## src/rtl/mc_result_uart_tx.sv

```systemverilog
// mc_result_uart_tx: snapshots the pi_yes/pi_no hit counters on a rising edge of
// finish and sends them as one 8N1 UART frame, LSB first, with this byte order:
//   SYNC_BYTE, pi_yes[31:24..7:0], pi_no[31:24..7:0]
// Optional feature macro: MC_TX_CHECKSUM_EN appends a 10th byte holding the XOR
// of bytes 1..8. The sync byte is not included in that XOR.
// All outputs are registered. Reset is synchronous and active-low.
module mc_result_uart_tx #(
    parameter int          CLK_DIV   = 868,
    parameter logic [7:0]  SYNC_BYTE = 8'hA5
) (
    input  logic        clk,
    input  logic        rst,
    input  logic        finish,
    input  logic [31:0] pi_yes,
    input  logic [31:0] pi_no,
    output logic        txd,
    output logic        busy,
    output logic        frame_done,
    output logic        overrun
);

    localparam int TW = (CLK_DIV > 1) ? $clog2(CLK_DIV) : 1;
    localparam logic [TW-1:0] TIMER_LOAD = TW'(CLK_DIV - 1);
    localparam logic [TW-1:0] TIMER_ZERO = TW'(0);
    localparam logic [TW-1:0] TIMER_ONE  = TW'(1);
`ifdef MC_TX_CHECKSUM_EN
    localparam logic [3:0] LAST_BYTE = 4'd9;
`else
    localparam logic [3:0] LAST_BYTE = 4'd8;
`endif

    typedef enum logic [1:0] {IDLE, START, DATA, STOP} state_t;

    state_t         r_state;
    logic           r_finish_q;
    logic [TW-1:0]  r_timer;
    logic [2:0]     r_bit_cnt;
    logic [3:0]     r_byte_idx;
    logic [7:0]     r_shift;
    logic [63:0]    r_shadow;
    logic           r_txd;
    logic           r_busy;
    logic           r_frame_done;
    logic           r_overrun;
    logic           w_start;

`ifdef MC_TX_CHECKSUM_EN
    // XOR of the eight payload bytes of a snapshot.
    function automatic logic [7:0] payload_xor(input logic [63:0] snap);
        return snap[63:56] ^ snap[55:48] ^ snap[47:40] ^ snap[39:32] ^
               snap[31:24] ^ snap[23:16] ^ snap[15:8]  ^ snap[7:0];
    endfunction
`endif

    // Byte number idx of the frame, taken from the latched snapshot.
    function automatic logic [7:0] frame_byte(input logic [3:0] idx, input logic [63:0] snap);
        case (idx)
            4'd0:    return SYNC_BYTE;
            4'd1:    return snap[63:56];
            4'd2:    return snap[55:48];
            4'd3:    return snap[47:40];
            4'd4:    return snap[39:32];
            4'd5:    return snap[31:24];
            4'd6:    return snap[23:16];
            4'd7:    return snap[15:8];
            4'd8:    return snap[7:0];
`ifdef MC_TX_CHECKSUM_EN
            4'd9:    return payload_xor(snap);
`endif
            default: return 8'hFF;
        endcase
    endfunction

    assign w_start    = finish & ~r_finish_q;
    assign txd        = r_txd;
    assign busy       = r_busy;
    assign frame_done = r_frame_done;
    assign overrun    = r_overrun;

    // Frame FSM: edge detect, snapshot, bit timing, serialisation and status flags.
    always_ff @(posedge clk) begin
        if (!rst) begin
            r_state      <= IDLE;
            r_finish_q   <= 1'b0;
            r_timer      <= TIMER_ZERO;
            r_bit_cnt    <= 3'd0;
            r_byte_idx   <= 4'd0;
            r_shift      <= 8'hFF;
            r_shadow     <= 64'd0;
            r_txd        <= 1'b1;
            r_busy       <= 1'b0;
            r_frame_done <= 1'b0;
            r_overrun    <= 1'b0;
        end else begin
            r_finish_q   <= finish;
            r_frame_done <= 1'b0;
            // Busy is judged on the registered state. This includes the cycle that leaves STOP.
            if (w_start && (r_state != IDLE)) begin
                r_overrun <= 1'b1;
            end else begin
                r_overrun <= r_overrun;
            end
            case (r_state)
                IDLE: begin
                    r_txd <= 1'b1;
                    if (w_start) begin
                        r_shadow   <= {pi_yes, pi_no};
                        r_byte_idx <= 4'd0;
                        r_shift    <= SYNC_BYTE;
                        r_timer    <= TIMER_LOAD;
                        r_txd      <= 1'b0;
                        r_busy     <= 1'b1;
                        r_state    <= START;
                    end else begin
                        r_busy <= 1'b0;
                    end
                end
                START: begin
                    if (r_timer == TIMER_ZERO) begin
                        r_timer   <= TIMER_LOAD;
                        r_bit_cnt <= 3'd0;
                        r_txd     <= r_shift[0];
                        r_state   <= DATA;
                    end else begin
                        r_timer <= r_timer - TIMER_ONE;
                    end
                end
                DATA: begin
                    if (r_timer == TIMER_ZERO) begin
                        r_timer <= TIMER_LOAD;
                        if (r_bit_cnt == 3'd7) begin
                            r_txd   <= 1'b1;
                            r_state <= STOP;
                        end else begin
                            r_bit_cnt <= r_bit_cnt + 3'd1;
                            r_shift   <= {1'b0, r_shift[7:1]};
                            r_txd     <= r_shift[1];
                        end
                    end else begin
                        r_timer <= r_timer - TIMER_ONE;
                    end
                end
                STOP: begin
                    if (r_timer == TIMER_ZERO) begin
                        if (r_byte_idx == LAST_BYTE) begin
                            r_busy       <= 1'b0;
                            r_frame_done <= 1'b1;
                            r_state      <= IDLE;
                        end else begin
                            // The next start bit follows the stop bit directly, with no idle gap.
                            r_byte_idx <= r_byte_idx + 4'd1;
                            r_shift    <= frame_byte(r_byte_idx + 4'd1, r_shadow);
                            r_timer    <= TIMER_LOAD;
                            r_txd      <= 1'b0;
                            r_state    <= START;
                        end
                    end else begin
                        r_timer <= r_timer - TIMER_ONE;
                    end
                end
                default: begin
                    r_txd   <= 1'b1;
                    r_busy  <= 1'b0;
                    r_state <= IDLE;
                end
            endcase
        end
    end

endmodule
```

## config.mk

```make
export PLATFORM = sky130hd
export DESIGN_NAME = mc_result_uart_tx
export DESIGN_NICKNAME = d
export VERILOG_FILES = /design/src/rtl/mc_result_uart_tx.sv
export SDC_FILE = /design/constraint.sdc
export NUM_CORES = 1
export LEC_CHECK = 0
export ABC_AREA = 1
export BUFFER_PORTS_ARGS = -buffer_cell sky130_fd_sc_hd__buf_2
export CELL_PAD_IN_SITES_DETAIL_PLACEMENT = 1
export CELL_PAD_IN_SITES_GLOBAL_PLACEMENT = 1
export CORE_MARGIN = 2
export CORE_UTILIZATION = 41
export CTS_CLUSTER_DIAMETER = 40
export DETAILED_ROUTE_END_ITERATION = 8
export PLACE_DENSITY_LB_ADDON = 0.1
export SYNTH_ARGS = -nofsm -noshare
export SYNTH_HDL_FRONTEND = slang
export SYNTH_SLANG_ARGS = --single-unit
```

## constraint.sdc

```tcl
create_clock -name clk -period 1.95 [get_ports clk]
set_input_delay 0.0975 -clock clk [delete_from_list [all_inputs] [get_ports clk]]
set_output_delay 0.0975 -clock clk [all_outputs]
set_load 0.01 [all_outputs]
```

* Word-level counts from Yosys, hierarchy flattened
Index checks and enable logic that the tools add are counted.
Storage, ports and cells: output and inout bits 4, bits of input ports 67, word-level logic and storage cells 95, bits in registers 96
Operators by class: add/subtract/negate cells 3, equality and inequality tests 22, mux-type cells 39, bitwise logic cells 2, reduce and logical (&&, ||, !) cells 18
Operators by type and width (number):
- case mux 8 bit (9 select lines) | 1
- 2-to-1 mux 10 bit | 4
- 2-to-1 mux 8 bit | 5
- case mux 10 bit (3 select lines) | 1
- case mux 8 bit (3 select lines) | 1
- == test 4 x 3 -> 1 bit (second input constant) | 4
- inequality test 2 bit (second input constant) | 8
- 2-to-1 mux 4 bit | 3
- AND reduction 4 bit | 3
- 2-to-1 mux 1 bit | 11
- logical NOT 10 bit | 1
- 2-to-1 mux 2 bit | 5
- subtractor 10 x 1 -> 10 bit (second input constant) | 1
- 2-to-1 mux 3 bit | 3
- == test 4 x 2 -> 1 bit (second input constant) | 2
- == test 4 bit (second input constant) | 2
- case mux 2 bit (4 select lines) | 1
- case mux 4 bit (2 select lines) | 1
- case mux 3 bit (2 select lines) | 1
- AND reduction 3 bit | 2
- AND reduction 6 bit | 1
- nonzero test 2 bit | 3
- AND reduction 5 bit | 1
- adder 4 x 1 -> 4 bit (second input constant) | 1
- other kinds (16) | 18

* Longest topological paths before layout
depth after elaboration 6, gate-level depth with buffers 14, gate-level depth less buffers 14

* Worst setup path before layout
Ideal clock, no wire load.
kind register to register, start point reg r_state[0], end point reg r_shift[2], data required time 1.835 ns, path slack 0.234 ns, arrival 1.601 ns, library setup time 0.115 ns, path buffers 1, period minus slack after synthesis 1.716 ns, cell stages (with the launch flop) 10, cells stage by stage dfxtp_1 inv_1 ha_1 buf_2 inv_1 nor2_1 inv_1 nand4_2 a21oi_1 nand2_1
Between the ends: cells in the longest elaborated chain, start to end 3, elaborated cells between the ends (all ways) 11, those cells by class eq/ne (7); mux (1); reduce/logical (3)
Ends and longest elaborated chain:
- start, declared | line 34 | state_t r_state;
- start signal, assigned | line 83 | r_state <= IDLE;
- start signal, assigned | line 113 | r_state <= START;
- start signal, assigned | line 123 | r_state <= DATA;
- == test 2 bit / logical NOT 2 bit (equally long branches) | line 103 | case (r_state)
- inequality test 2 bit (no line) / nonzero test 3 bit (equally long branches)
- AND reduction 6 bit (no line)
- end signal, assigned | line 136 | r_shift <= {1'b0, r_shift[7:1]};
- end signal, assigned | line 152 | r_shift <= frame_byte(r_byte_idx + 4'd1, r_shadow);
- end, declared | line 39 | logic [7:0] r_shift;
Parallel ways exist; a longest one is shown, timed or not. A chain may end at the register's enable or synchronous reset.

* Worst setup path in the final report
start point reg r_timer[0], end point reg r_timer[4]
Between the ends: cells in the longest elaborated chain, start to end 3, elaborated cells between the ends (all ways) 7, those cells by class add/sub (1); eq/ne (1); mux (3); reduce/logical (2)
Ends and longest elaborated chain:
- start, declared | line 36 | logic [TW-1:0] r_timer;
- start signal, assigned | line 125 | r_timer <= r_timer - TIMER_ONE;
- start signal, assigned | line 140 | r_timer <= r_timer - TIMER_ONE;
- start signal, assigned | line 158 | r_timer <= r_timer - TIMER_ONE;
- subtractor 10 x 1 -> 10 bit / logical NOT 10 bit (equally long branches)
- 2-to-1 mux 10 bit (tied with other cells) | line 144 | if (r_timer == TIMER_ZERO) begin
- case mux 10 bit (3 select lines) / AND reduction 2 bit (equally long branches)
Parallel ways exist; a longest one is shown, timed or not.

==> results.yml <==
critical_path:
  slowest_stage: "dfxtp_1"
  cpPeakStageDelay_ps: 300
  crit_fanout: 8
  crit_type: "flip-flop to flip-flop"
  critPathBufInv: 3
  cp-end-kind: "flip-flop"
  start_kind: "flip-flop"
  worstPathRequired_ps: 2240
  crit_path_cell_trace: "inv_1 -> ha_2 -> nand4_1 -> nor2_2 -> nand2_2 -> inv_4 -> nand2_4 -> nand2_4 -> inv_2 -> nand2_1 -> nand2_2 -> nor2_1"
  path_delay_family: "simple AND/OR/NAND/NOR gates"
  cp_data_arrival_time_ps: 2090
grt:
  top_usage_layer: "met2"
  met1_usage: 0.2850
  grt_pass1_vias: 5078
  use_met3: 0.05670
  global_route.usage.met2: 0.4498
  grt_pass1_wl_mm: 24.96
  antenna_found_initial: 0
  grt_use_total: 0.2447
  grt_max_degree: 72
  overflow: 0
floorplanning:
  fp.coreArea_mm2: 0.01142
  die_height_um: 112.1
  die-area_mm2: 0.01258
  start_util: 0.4199
  ios: 71
  rows: 39
  dieWidth_um: 112.1
power:
  pwr-share-comb: 0.481
  p_sw_mw: 3.653
  max-vdd-ir-drop_mv: 1.114
  power.density_mw_per_mm2: 1473
  netSwitchingFraction: 0.4387
  seqPwrFrac: 0.323
  power_frac_clock: 0.196
  internal-power_mw: 4.675
  fin_total_pwr_mw: 8.328
  p_leak_nw: 2.470
place:
  dp_cells: 870
  gp_congestion: 0.8493
  dp_slack_ps: 58.00
  io_buffers: 70
  placed_area_mm2: 0.005318
  dp_hpwl_mm: 10.82
clock_tree:
  numClockSinks: 96
  clkLatencyLatePin_ps: 350
  cts_tree: "done"
  root_buffer: "clkbuf_16"
  path_clk_slew_ps: 60
  cts_buffers: 9
  ctsHtreeMaxLevel: 3
  ctsLongestPathBuffers: 2
synthesis:
  ys_types: 30
  synth-main-ff-cell: "dfxtp_1"
  netlist_area_mm2: 0.004795
  synth.avg_cell_area_um2: 6.979
  netlist_instances: 687
  seq_area_frac_synth: 0.4008
  synth_enable_flop_cells: 0
  synth_async_sr_flop_share: 0
  yosys_warnings: 0
  synth_seq_cells: 96
  synth_nets: 767
finish:
  areaGrowthSynthToFinish_pct: 17.88
  fin_nets: 823
  fin_area_mm2: 0.005652
  drive_gt1_frac: 0.1960
  antenna_cells: 0
  utilization: 0.4950
  instances_no_fill: 888
timing:
  clock-skew-final_ps: 5.550
  maxSlewHeadroom: 0.7406
  worst_pin_slew_ps: 389.2
  fin_crit_ps: 1804
  post-route-period-util: 0.9249
  setup_viol: 0
  max_freq_mhz: 554.5
  hold_viol_final: 0
  rsz0062_at_grt: "no"
  fin_ws_ps: 146.4
  hold_ws_ps: 15.90
  fin_tns_setup_ps: 0
  slew_viol_final: 0
route:
  via_count: 4796
  routedWlPerCell_um: 16.67
  routed_wl_mm: 14.81
  drc: 0
  drt-initial-drc-count: 220
  final_antenna_net_count: 0
  drt-pass1-iter-count: 4
  via_per_inst: 5.401
job:
  drv_cap: 0
status:
  outcome: "finished, final reports clean"
hold_path:
  min_path_type: "input port to flip-flop"
## cell families after synthesis
logic type	count (synthesis)	synth area share
AOI/OAI and AO/OA	114	0.1255
xor gates and xnor gates	4	0.007308
adders and majority gates	13	0.03393
buffers and inverters	86	0.07281
DFF	96	0.4008
and+or+nand+nor	374	0.3596
## worst min-delay path, stage by stage
cell	delay, ps
buf_2	90
nand3_1	70
a21oi_1	60
## cells in the final DEF, fill, tap and decap left out, types with 2 or more instances in the layout
master and instances:
o21ai_0 17, nand2_1 173, ha_1 8, nand3_2 2, inv_2 7, nor2_4 2, nand2_4 3, clkbuf_16 9
nand3_1 97, buf_12 4, dfxtp_1 94, nand4_1 46, clkbuf_8 2, xor2_1 2, nor2_2 5, inv_1 26
nor2_1 37, a21oi_1 89, o21ai_1 2, ha_2 5, inv_4 3, xnor2_1 2, nand2_2 7, dfxtp_2 2
buf_4 19, buf_2 70
## routing by layer
layer  part of all wire  wire length [µm]
met5                  0                 0
met3              0.031               460
met1               0.43              6317
met2               0.53              7811
met4              0.015               215
## flip-flops by register name (all words and copies together), names as in the netlist
| register | count |
|---|---|
| r_shadow | 64 |
| r_timer | 10 |
| r_shift | 8 |
| r_byte_idx | 4 |
| r_bit_cnt | 3 |
| r_state | 2 |
| busy | 1 |
| frame_done | 1 |
| overrun | 1 |
| r_finish_q | 1 |
| txd | 1 |
## area by class of cell
class                           instances  area (µm²)
Sequential cell                        96        1924
Fill cell                            1513        5767
Timing Repair Buffer                   95       588.1
Inverter                               36       142.6
Tap cell                              143       178.9
Clock buffer                           12       256.5
Clock inverter                          1       5.005
Multi-Input combinational cell        505        2556
## what timing repair did
item,in CTS,in global routing
setup endpoints to repair,0,17
buffers inserted,0,4
hold buffers,1,0
gates resized for setup,0,14
endpoints found under the hold margin,1,0
## Yosys cell counts (2+ instances only)
master      n  area, µm²
nand2_1   174      653.1
inv_2       7      26.28
nor2_2      3      18.77
nand3_2     2      20.02
a21oi_1    89      445.4
nor2_4      2      22.52
dfxtp_1    96       1922
xnor2_1     2      17.52
buf_1      10      37.54
nand2_2     6      37.54
nand4_1    46      287.8
inv_1      28      105.1
ha_1       13      162.7
nand3_1    97      485.5
buf_2      13      65.06
nor2_1     39      146.4
nand2_4     3      33.78
xor2_1      2      17.52
o21ai_0    19      95.09
clkbuf_1   26      97.59
## power by group through the flow
stage                     clock network (mW)  logic, mW  registers [mW]
after floorplan                            0       2.75            2.64
after global placement                     0       3.70            2.70
after detailed placement                   0       3.84            2.72
after CTS                               1.68       3.88            2.68
after global routing                    1.74       4.56            2.73
final                                   1.63       4.00            2.69
## worst paths after layout
path              startpoint           end  slack (ps)  cells past startpoint
setup / recovery  r_timer[0]    r_timer[4]         150                     12
hold / removal     pi_no[14]  r_shadow[14]          20                      3
setup reg to reg  r_timer[0]    r_timer[4]         150                     12
hold reg to reg      overrun       overrun         460                      1
Note: power is estimated with default switching activity, not from simulation.
